File: config.mk
export PLATFORM = sky130hd
export DESIGN_NAME = swap_regfile
export DESIGN_NICKNAME = d
export VERILOG_FILES = /design/src/rtl/swap_regfile.sv
export SDC_FILE = /design/constraint.sdc
export NUM_CORES = 1
export LEC_CHECK = 0
export ABC_CLOCK_PERIOD_IN_PS = 3650
export BUFFER_PORTS_ARGS = -buffer_cell sky130_fd_sc_hd__buf_2
export CAP_MARGIN = 20
export CORE_MARGIN = 2
export CORE_UTILIZATION = 38
export CTS_BUF_LIST = sky130_fd_sc_hd__clkbuf_2 sky130_fd_sc_hd__clkbuf_4 sky130_fd_sc_hd__clkbuf_8
export DETAILED_ROUTE_END_ITERATION = 10
export HOLD_SLACK_MARGIN = 0.08
export PLACE_DENSITY = 0.63
export SYNTH_ARGS = -nofsm -noshare
export SYNTH_HDL_FRONTEND = slang
export SYNTH_SLANG_ARGS = --single-unit
File: constraint.sdc
create_clock -name ck -period 3.65 [get_ports ck]
set_input_delay 0.365 -clock ck [delete_from_list [all_inputs] [get_ports ck]]
set_output_delay 0.365 -clock ck [all_outputs]
set_load 0.01 [all_outputs]
File: src/rtl/swap_regfile.sv
// Register file with a sequenced swap/copy engine that moves one entry per cycle
// through a temp register; host load/read port, done/err pulses and a saturating op counter.
module swap_regfile #(
  parameter int unsigned WIDTH  = 6,
  parameter int unsigned DEPTH  = 4,
  parameter int unsigned ADDR_W = 2,
  parameter int unsigned CNT_W  = 8
) (
  input  logic              ck,
  input  logic              rst,
  input  logic              start,
  input  logic              op,
  input  logic [ADDR_W-1:0] sel_a,
  input  logic [ADDR_W-1:0] sel_b,
  input  logic              wr_en,
  input  logic [ADDR_W-1:0] wr_addr,
  input  logic [WIDTH-1:0]  wr_data,
  input  logic [ADDR_W-1:0] rd_addr,
  output logic [WIDTH-1:0]  rd_data,
  output logic              busy,
  output logic              done,
  output logic              err,
  output logic [CNT_W-1:0]  op_count
);

  typedef enum logic [1:0] {IDLE, SAVE, MOVE, RESTORE} state_t;

  state_t              state_q, state_d;
  logic [WIDTH-1:0]    r_q [DEPTH];
  logic [WIDTH-1:0]    r_d [DEPTH];
  logic [WIDTH-1:0]    tmp_q, tmp_d;
  logic [ADDR_W-1:0]   a_q, a_d, b_q, b_d;
  logic                op_q, op_d;
  logic                done_q, done_d;
  logic                err_q, err_d;
  logic [CNT_W-1:0]    cnt_q, cnt_d;

  function automatic logic in_range(input logic [ADDR_W-1:0] idx);
    return 32'(idx) < DEPTH;
  endfunction

  always_comb begin
    r_d     = r_q;
    tmp_d   = tmp_q;
    state_d = state_q;
    a_d     = a_q;
    b_d     = b_q;
    op_d    = op_q;
    done_d  = 1'b0;
    err_d   = 1'b0;
    cnt_d   = cnt_q;
    case (state_q)
      IDLE: begin
        // A command takes priority over a simultaneous host write, which is dropped.
        if (start) begin
          if (in_range(sel_a) && in_range(sel_b)) begin
            a_d     = sel_a;
            b_d     = sel_b;
            op_d    = op;
            state_d = op ? MOVE : SAVE;
          end else begin
            err_d = 1'b1;
          end
        end else if (wr_en && in_range(wr_addr)) begin
          r_d[wr_addr] = wr_data;
        end
      end
      SAVE: begin
        tmp_d   = r_q[b_q];
        state_d = MOVE;
      end
      MOVE: begin
        if (op_q) begin
          r_d[a_q] = r_q[b_q];
          state_d  = IDLE;
          done_d   = 1'b1;
        end else begin
          r_d[b_q] = r_q[a_q];
          state_d  = RESTORE;
        end
      end
      RESTORE: begin
        r_d[a_q] = tmp_q;
        state_d  = IDLE;
        done_d   = 1'b1;
      end
      default: state_d = IDLE;
    endcase
    if (done_d && (cnt_q != '1)) cnt_d = cnt_q + 1'b1;
  end

  always_ff @(posedge ck or negedge rst) begin
    if (!rst) begin
      for (int unsigned i = 0; i < DEPTH; i++) r_q[i] <= WIDTH'(i + 1);
      tmp_q   <= '0;
      state_q <= IDLE;
      a_q     <= '0;
      b_q     <= '0;
      op_q    <= 1'b0;
      done_q  <= 1'b0;
      err_q   <= 1'b0;
      cnt_q   <= '0;
    end else begin
      r_q     <= r_d;
      tmp_q   <= tmp_d;
      state_q <= state_d;
      a_q     <= a_d;
      b_q     <= b_d;
      op_q    <= op_d;
      done_q  <= done_d;
      err_q   <= err_d;
      cnt_q   <= cnt_d;
    end
  end

  assign rd_data  = in_range(rd_addr) ? r_q[rd_addr] : '0;
  assign busy     = (state_q != IDLE);
  assign done     = done_q;
  assign err      = err_q;
  assign op_count = cnt_q;

endmodule

# Word-level counts from Yosys, hierarchy flattened
# Index checks and enable logic that the tools add are counted.
# Widths: inputs -> output; s select.
[word_totals]
register_bits = 46
word_cells = 68
[classes]
add_sub_neg = 1
order_cmp = 7
n_eq_ne = 7
mux = 29
bitwise_logic = 4
n_reduce_logical = 9
[op_table]
columns = ["operator", "count"]
rows = [
  ["$bwmux 24", 4],
  ["$mux 24", 3],
  ["$pmux 24 s3", 1],
  ["$mux 6", 9],
  ["$bmux 6 s2", 3],
  ["$demux 6 s2", 3],
  ["$ge 3x3->1 const B", 4],
  ["$not 2->3", 4],
  ["$lt 3x1->1 const B", 3],
  ["$add 8x1->8 const B", 1],
  ["$ne 8x8->1 const B", 1],
  ["$pmux 2 s4", 1],
  ["$mux 2", 3],
  ["$ne 2x2->1 const B", 3],
  ["$eq 2x2->1 const B", 2],
  ["$logic_and 1x1->1", 4],
  ["$reduce_and 3->1", 1],
  ["$reduce_bool 3->1", 1],
  ["$eq 2x1->1 const B", 1],
  ["$logic_not 2->1", 1],
  ["$pmux 1 s2", 1],
  ["$reduce_and 2->1", 1],
  ["$reduce_bool 2->1", 1],
  ["$mux 1", 1],
]

# Logic depth before layout (Yosys ltp)
# Gate-level depths: netlist (run 1).
[logic_depth]
word_depth = 9
mapped_depth = 8

# Least setup slack after synthesis (run 1)
# No wires, ideal clock.
[synth_timing]
kind = "reg2reg"
from = "register state_q[0]"
to = "register a_q[0]"
arrival_ps = 1641
t_required_ps = 3525
setup_slack_ps = 1884
path_stages_with_launch = 6
path_buffers = 2
synth_period_minus_slack_ps = 1766
cell_sequence = "dfrtp_1 buf_4 buf_2 or2_2 nor2_1 mux2_2"
[synth_via]
elab_chain_cells = 2
[synth_rtl]
columns = ["element", "line", "source"]
rows = [
  ["from (decl)", "28", "state_t state_q, state_d;"],
  ["from (signal assigned)", "106", "state_q <= state_d;"],
  ["$logic_not 2->1", "52", "case (state_q)"],
  ["$reduce_and 2->1 (no source line)", "n/a", ""],
  ["to (signal assigned)", "97", "a_q <= '0;"],
  ["to (signal assigned)", "107", "a_q <= a_d;"],
  ["to (decl)", "32", "logic [ADDR_W-1:0] a_q, a_d, b_q, b_d;"],
]
# No other way between the ends.
# A chain may end at the register's enable or synchronous reset.

==> metrics.yaml, run 1 <==
cts_setup_buffers: 0
hpwl_mm: 8.59
placed_area_sq_um: 3970
worst_pin_slew_ns: 0.943
min_period_ns: 2.53
cp.arrival_ns: 2.78
core_area_sq_um: 9680
synth.area.top_cells: "dfrtp_1 (27%), mux2_2 (9.0%), mux4_2 (7.2%)"
relSlewSlack: 0.370
first_pass_iters: 5
synth_area_sq_um: 3760
cts_sinks: 46
fin_nets: 433
finalMaxSlewViolations: 0
tns_ns: 0
grt_pass1_wl_mm: 19.4
yosys_register_bits: 46
hold_path.class: "in -> reg"
clockRootBuffer: "clkbuf_8"
die_width_um: 103
drive_gt1_frac: 0.285
p_leak_uw: 0.00167
start_util: 0.388
htree_levels: 2
dieArea_sq_um: 10700
setup_violations: 0
pre_cts_ws_ns: 1.25
io_pins: 36
regArea_sq_um: 1160
ys.warnings.count: 0
status: "finished clean"
rows: 36
diodes: 0
cts_resized: 0
yosysMostFrequentCell: "nor2_1"
hold_violations: 0
end_kind: "flip-flop"
clk_latency_ns: 0.31
synthCells: 397
vias: 3546
clk_pin_slew_ns: 0.10
grt_start_max_net_pins: 36
grtUsageTotal: 0.241
io_buffers: 34
grt_overflow: 0
syn_avg_cell_area_sq_um: 9.46
area_delta_synth_final_pct: 9.76
worst_slack_ns: 1.12
worstPathRequired_ns: 3.90
ir_drop_mv: 0.421
yosysSeqAreaShare: 0.308
drcViolationCount: 0
place_congestion: 0.946
synth_cell_type_count: 63
max-cap-violations: 0
skew_ns: 0.00770
nFillCells: 952
synth_edf_count: 0
cts_tree: "built"
synth_ff_type: "dfrtp_1"
synthArstFlopShare: 1.00
clockBufferDepth: 2
grt_pass1_vias: 3385
multi_input_area_sq_um: 2380
wl_mm: 12.2
synth_nets: 417
hold_ws_ns: 0.273
antenna_found_initial: 0
drt_iter0_drc: 407
fp.dieH_um: 103
critical_path.max_fanout: 19
synth_common_cells: "nor2_1 (44), dfrtp_1 (41), mux2_2 (30)"
cts-hold-fix-buffers: 1
avgViaCountPerCell: 6.48
max_freq_mhz: 396
cts_made_buffers: 5
power_density_nw_per_um2: 1070
postRouteAntennaNets: 0
fin_area_sq_um: 4120
critical_path_class: "reg -> reg"
power_uw: 4390
finalCritPeriodShare: 0.693
synth_area_leader_cell: "dfrtp_1"
synth_top_area_frac: 0.273
grt_setup_unrepaired: "no"
wl_per_cell_um: 22.3
start_kind: "flip-flop"
==> routing by layer <==
| layer | up-vias | GRT usage | share of wire | wire length, um |
|---|---|---|---|---|
| met1 | 1731 | 0.343 | 0.45 | 5440 |
| li1 | 1553 | - | - | - |
| met3 | 29 | 0.0437 | 0.085 | 1040 |
| met2 | 233 | 0.365 | 0.44 | 5410 |
| met4 | 0 | 0.0881 | 0.026 | 321 |
| met5 | - | 0 | 0 | 0 |
==> path summary, 6_finish.rpt <==
check / start / endpoint / slack (ns) / depth (start not counted)
worst max-delay path: state_q[1] / flip-flop / 1.12 / 5
worst min-delay path: sel_b[0] / b_q[0] / 0.27 / 2
worst max register to register: state_q[1] / flip-flop / 1.12 / 5
worst min register to register: op_count[7] / op_count[7] / 0.51 / 1
max in group asynchronous: rst / async pin / 2.60 / 3
min in group asynchronous: rst / async pin / 0.48 / 2
==> kinds of logic (layout without fill, tap and decap cells) <==
kind of cell,count (synthesis),after routing,synth area share
muxes,60,60,0.210
buffers and inverters,41,58,0.0570
AOI/OAI and AO/OA,106,106,0.217
adders and majority gates,1,1,0.00333
xor gates and xnor gates,7,7,0.0163
DFF,46,46,0.308
and+or+nand+nor,135,135,0.187
other,1,1,0.000998
==> layout by cell type, fill, tap and decap left out, types with 5 or more instances in the layout <==
cell	count
a21oi_1	13
o221a_2	5
dfrtp_1	41
xnor2_1	5
a221o_1	8
o21ai_0	15
mux2_2	30
inv_1	8
or2_2	5
a22oi_1	5
o221ai_1	12
mux4_2	12
o21ai_1	5
buf_4	5
buf_2	34
dfstp_2	5
o21a_1	8
clkbuf_8	6
nor2_1	44
nand2_1	26
nor4_1	9
a31oi_1	7
mux2i_1	18
nor3_1	12
==> stage by stage <==
step	cells	utilization
after floorplan	397	-
after global placement	537	0.408
after detailed placement	538	0.410
after CTS	547	0.426
after global routing	547	0.426
final	547	0.426
==> worst max-delay path, stage by stage (launching register included) <==
cell	delay [ns]
dfrtp_1	0.78
inv_2	0.33
or3_4	0.49
or2_0	0.45
a211oi_2	0.28
a221o_1	0.13
==> power breakdown <==
part | switching [uW] | internal, uW | total (uW)
clock | 201 | 293 | 494
combinational | 1400 | 1170 | 2570
sequential | 555 | 777 | 1330
total | 2160 | 2240 | 4390
==> area by class of cell <==
| type | count | share of cell area |
|---|---|---|
| clock inverter | 2 | 0.0146 |
| clock buffer | 6 | 0.0200 |
| timing repair buffer | 41 | 0.0577 |
| sequential | 46 | 0.281 |
| tap | 133 | 0.0404 |
| inverter | 9 | 0.00819 |
| multi-input combinational | 310 | 0.578 |
Note: power is estimated with default switching activity, not from simulation.
==> run 2: changes to the inputs <==
- ABC_AREA: unset -> 1
- ABC_CLOCK_PERIOD_IN_PS: 3650 -> 2200
- PLACE_DENSITY: 0.63 -> 0.65
- clock period: 3.65 -> 2.2 ns (I/O delays scaled with it)
==> run 2 against run 1 <==
  * Setup slack got worse by 0.95 ns
  * Register-to-register slack lost 0.95 ns
  * Wire length is 9.0% higher
  * First-iteration DRC count is 18% higher
  * Sequential share of layout area decreased by 1.0 points
  * Global-route usage rose by 0.64 points
  * Synthesized cell count grew 71%
  * Flip-flop and latch count unchanged
  * Cell count is 53% higher
  * Utilization down 0.77 points
  * Clock skew is 0.0028 ns higher
  * Non-clock buffer count rose by 4
  * Largest power group unchanged
  * Highest routed layer unchanged
==> metrics.yaml, run 2 <==
status: "finished clean"
end_kind: "flip-flop"
combinationalPowerShare: 0.623  # +0.039
ir_drop_mv: 0.683  # +62%
cp.arrival_ns: 2.25  # -0.53 ns
synth_cell_type_count: 29  # -54%
start_util: 0.387  # -0.00104
hold_violations: 0  # unchanged
grt_setup_unrepaired: "no"
first_pass_iters: 5  # unchanged
power_density_nw_per_um2: 1670  # +57%
fp.dieH_um: 106  # +2.5%
clockRootBuffer: "clkbuf_8"
dieArea_sq_um: 11200  # +5.2%
grt_overflow: 0  # unchanged
reg2reg_from: "b_q[0]"
skew_ns: 0.0105  # +0.00277 ns
clk_latency_ns: 0.31  # about the same
synth_common_cells: "nand2_1 (255), nor2_1 (139), a21oi_1 (56)"
synth_ff_type: "dfrtp_1"
postRouteAntennaNets: 0  # unchanged
cts_setup_buffers: 0  # unchanged
power_uw: 7160  # +63%
io_pins: 36  # unchanged
max_freq_mhz: 493  # +25%
min_from: "op"
cts_sinks: 46  # unchanged
synth_nets: 697  # +67%
drcViolationCount: 0  # unchanged
critical_path_class: "reg -> reg"
avgViaCountPerCell: 5.38  # -17%
hold_path_depth: 2  # unchanged
synth_edf_count: 0  # unchanged
cts_resized: 0  # unchanged
p_int_uw: 3000  # +34%
synthArstFlopShare: 1.00  # unchanged
min_period_ns: 2.03  # -0.499 ns
clockBufferDepth: 2  # unchanged
worst_pin_slew_ns: 0.642  # -0.301 ns
clockPowerShare: 0.081  # -0.031
synth_top_area_frac: 0.259  # -0.0139
max-cap-violations: 0  # unchanged
synth.area.top_cells: "dfrtp_1 (26%), nand2_1 (24%), nor2_1 (13%)"
finalMaxSlewViolations: 0  # unchanged
yosysMostFrequentCell: "nand2_1"
p_sw_uw: 4160  # +93%
hpwl_mm: 9.61  # +12%
p_leak_uw: 0.00214  # +28%
synth_area_sq_um: 3960  # +5.4%
ff2ff_path_depth: 7  # +2
ff2ff_setup_slack_ns: 0.17  # -0.95 ns
start_kind: "flip-flop"
grt_start_max_net_pins: 47  # +31%
hold_path.class: "in -> reg"
grtUsageTotal: 0.247  # +0.00644
die_width_um: 106  # +2.5%
synthCells: 677  # +71%
io_buffers: 34  # unchanged
diodes: 0  # unchanged
cts-hold-fix-buffers: 1  # unchanged
htree_levels: 2  # unchanged
grt_pass1_wl_mm: 22.0  # +13%
p_seq_frac: 0.296  # -0.007
syn_avg_cell_area_sq_um: 5.85  # -38%
final_common_cell: "nand2_1"
swShare: 0.581  # +0.0906
ys.warnings.count: 0  # unchanged
whs_endpoint: "op_q"
yosys_register_bits: 46  # unchanged
worstPathRequired_ns: 2.42  # -1.48 ns
antenna_found_initial: 0  # unchanged
tns_ns: 0  # unchanged
core_area_sq_um: 10200  # +5.6%
wl_per_cell_um: 15.9  # -29%
clk_pin_slew_ns: 0.11  # about the same
wl_mm: 13.3  # +9.0%
setup_violations: 0  # unchanged
synth_area_leader_cell: "dfrtp_1"
cts_made_buffers: 5  # unchanged
cts_tree: "built"
yosysSeqAreaShare: 0.292  # -0.0157
area_delta_synth_final_pct: 8.06
place_congestion: 0.967  # +2.2%
drt_iter0_drc: 482  # +18%
rows: 37  # +2.8%
final_cell_mix: "nand2_1 (255), nor2_1 (139), a21oi_1 (56), nand3_1 (55), dfrtp_1 (41)"
fin_nets: 721  # +67%
vias: 4512  # +27%
relSlewSlack: 0.572  # +0.202
finalCritPeriodShare: 0.922  # +0.229
grt_pass1_vias: 4286  # +27%
drive_gt1_frac: 0.121  # -0.164
critical_path.max_fanout: 16  # -3
## run 2: critical path, cell delays in order (launching register included)
cell     delay [ns]
dfrtp_1        0.73
inv_4          0.17
nor2_2         0.53
nand3_1        0.20
nand2_1        0.10
nand2_1        0.05
nor2_1         0.11
nor2_1         0.04
## run 2: area by class of cell
type / instances / area (sq um)
Inverter: 35 / 134
Sequential cell: 46 / 1160
Clock inverter: 3 / 25.0
Fill cell: 1131 / 5950
Timing Repair Buffer: 45 / 255
Clock buffer: 5 / 68.8
Tap cell: 136 / 170
Multi-Input combinational cell: 568 / 2470
## run 2: worst max-delay path by stage
stage	startpoint	end	slack [ns]
after detailed placement	b_q[0]	flip-flop	0.23
after floorplan	op_count[0]	op_count[7]	0.73
final	b_q[0]	flip-flop	0.17
after global routing	b_q[0]	flip-flop	0.008
after CTS	b_q[0]	flip-flop	0.21
after global placement	b_q[0]	flip-flop	0.23
## run 2: cell families after synthesis
group	share of synthesized area
AND/OR/NAND/NOR	0.474
AO/OA/AOI/OAI	0.116
buffers and inverters	0.0844
flip-flops	0.292
multiplexers	0.0199
XOR/XNOR	0.00885
adder cells (fa/ha/maj)	0.00316
other	0.000948
## run 2: metrics by stage
stage	hold slack, ns	std cells	setup slack [ns]	instance area [sq um]	util
floorplan	-0.0756	677	0.733	3960	-
global placement	0.369	829	0.235	4170	0.408
detailed placement	0.372	829	0.232	4170	0.408
CTS	0.154	838	0.214	4280	0.418
global route	0.160	838	0.00789	4280	0.418
finish	0.157	838	0.171	4280	0.418
## run 2: power groups by stage
stage	Sequential [uW]	Clock (uW)	Combinational [uW]
finish	2120	580	4460
CTS	2080	593	4390
detailed placement	2100	0	4380
floorplan	1740	0	3530
global route	2190	634	5070
global placement	2080	0	4330
## run 2: per-layer routing
layer / track usage / share of wire / wire length (um)
met3: 0.0368 / 0.11 / 1470
met4: 0.0761 / 0.018 / 236
met5: 0 / 0 / 0
met1: 0.364 / 0.45 / 5970
met2: 0.372 / 0.42 / 5630
==> run 3: changes to the inputs <==
- ABC_CLOCK_PERIOD_IN_PS: 2200 -> 2100
- PLACE_DENSITY: 0.65 -> 0.63
- clock period: 2.2 -> 2.1 ns (I/O delays scaled with it)
==> run 3 against run 2 <==
  * Via count decreased by 0.69%
  * Cell count unchanged
  * Flip-flop and latch count unchanged
  * Critical path depth increased by 1
  * Final area increased by 1.7%
  * Worst hold slack got worse by 0.017 ns
  * Wire length increased by 1.4%
  * Register-to-register slack improved by 0.18 ns
  * Largest power group unchanged
==> metrics.yaml, run 3 (same netlist as run 2, synthesis figures left out) <==
drt_iter0_drc: 352  # -27%
vias: 4481  # -0.69%
critical_path.max_fanout: 12  # -4
regArea_sq_um: 1160  # unchanged
skew_ns: 0.00665  # -0.00381 ns
die_width_um: 106  # unchanged
critical_path_class: "reg -> reg"
relSlewSlack: 0.618  # +0.0456
pre_cts_ws_ns: 0.411  # +0.180 ns
hold_path.class: "in -> reg"
wl_mm: 13.5  # +1.4%
final_common_cell: "nand2_1"
finalMaxSlewViolations: 0  # unchanged
min_period_ns: 1.75  # -0.278 ns
cp.arrival_ns: 1.96  # -0.29 ns
core_area_sq_um: 10200  # unchanged
max-cap-violations: 0  # unchanged
start_util: 0.387  # unchanged
first_pass_iters: 5  # unchanged
avgViaCountPerCell: 5.35  # -0.69%
p_leak_uw: 0.00217  # +1.7%
rows: 37  # unchanged
clockBufferDepth: 2  # unchanged
grt_setup_unrepaired: "no"
cts_made_buffers: 5  # unchanged
final_cell_mix: "nand2_1 (255), nor2_1 (139), a21oi_1 (56), nand3_1 (55), dfrtp_1 (41)"
fp.dieH_um: 106  # unchanged
placedCellCount: 829  # unchanged
clockRootBuffer: "clkbuf_8"
stdcell_count: 838  # unchanged
multi_input_area_sq_um: 2470  # unchanged
antenna_found_initial: 0  # unchanged
hold_ws_ns: 0.140  # -0.0168 ns
ir_drop_mv: 0.899  # +32%
end_kind: "flip-flop"
worst_pin_slew_ns: 0.572  # -0.0704 ns
worstPathRequired_ns: 2.31  # -0.11 ns
cts_setup_buffers: 0  # unchanged
io_pins: 36  # unchanged
nFillCells: 1136  # +0.44%
area_delta_synth_final_pct: 9.93
place_congestion: 0.987  # +2.0%
grt_overflow: 0  # unchanged
wl_per_cell_um: 16.1  # +1.4%
worst_slack_ns: 0.349  # +0.178 ns
hold_violations: 0  # unchanged
finalCritPeriodShare: 0.834  # -0.0885
cts_sinks: 46  # unchanged
cts_tree: "built"
fin_nets: 721  # unchanged
grt_pass1_vias: 4254  # -0.75%
postRouteAntennaNets: 0  # unchanged
io_buffers: 34  # unchanged
htree_levels: 2  # unchanged
grt_start_max_net_pins: 47  # unchanged
tns_ns: 0  # unchanged
hpwl_mm: 9.78  # +1.8%
max_freq_mhz: 571  # +16%
drive_gt1_frac: 0.121  # unchanged
power_density_nw_per_um2: 1790  # +7.0%
grt_pass1_wl_mm: 22.0  # +0.19%
clk_pin_slew_ns: 0.09  # -0.02 ns
setup_violations: 0  # unchanged
drcViolationCount: 0  # unchanged
clk_latency_ns: 0.32  # about the same
grtUsageTotal: 0.250  # +0.00286
diodes: 0  # unchanged
status: "finished clean"
dieArea_sq_um: 11200  # unchanged
start_kind: "flip-flop"
run 3: cell count changes in the layout (fill, tap and decap cells not counted):
cell	delta
clkinv_4	-1
clkinvlp_4	-1
buf_12	+2
buf_4	-2
inv_6	-1
bufinv_16	+2
clkbuf_8	+1
run 3: critical path, stage by stage, from the launching register on:
cell and delay (ns):
dfrtp_1 0.49, nor2_4 0.17, nand3_1 0.08, nand2_1 0.41
nand2_1 0.10, nor2_1 0.10, nand2_1 0.05, nor2_1 0.17
nor2_1 0.06
run 3: repair_timing:
action	in CTS	in global routing
gates resized for setup	0	0
endpoints found under the hold margin	41	0
hold buffers	1	0
run 3: final timing paths:
path                       slack, ns   endpoint  cells after the start       start
min in group asynchronous       0.38  async pin                      3         rst
min reg2reg                     0.55  flip-flop                      2   flip-flop
max reg2reg                     0.35  flip-flop                      8  state_q[0]
min                             0.14       op_q                      2          op
max                             0.35  flip-flop                      8  state_q[0]
max in group asynchronous       1.41  async pin                      3         rst
run 3: metrics by stage:
stage                util  instance area [sq um]  total power, uW
finish              0.425                   4350             7790
global route        0.425                   4350             8520
CTS                 0.425                   4350             7710
detailed placement  0.410                   4200             6850
global placement    0.410                   4200             6780
floorplan               -                   3960             5520
run 3: power breakdown:
part | internal, uW | switching [uW] | leakage (uW) | total (uW)
Combinational | 1560 | 3210 | 0.00156 | 4770
Sequential | 1360 | 818 | 0.000538 | 2180
Clock | 508 | 342 | 0.0000714 | 851
Total | 3420 | 4370 | 0.00217 | 7790
run 3: per-layer routing:
metal  vias up  GRT usage  part of all wire  wire, um
met5         -          0                 0         0
met4         0     0.0930             0.023       316
met3        28     0.0349             0.077      1040
met2       201      0.399              0.44      5990
met1      2056      0.345              0.45      6130
li1       2196          -                 -         -
run 3: final cells by class:
cell class | count | share of cell area
Inverter | 35 | 0.0308
Timing Repair Buffer | 45 | 0.0644
Clock buffer | 6 | 0.0190
Sequential cell | 46 | 0.266
Clock inverter | 2 | 0.0138
Tap cell | 136 | 0.0391
Multi-Input combinational cell | 568 | 0.567
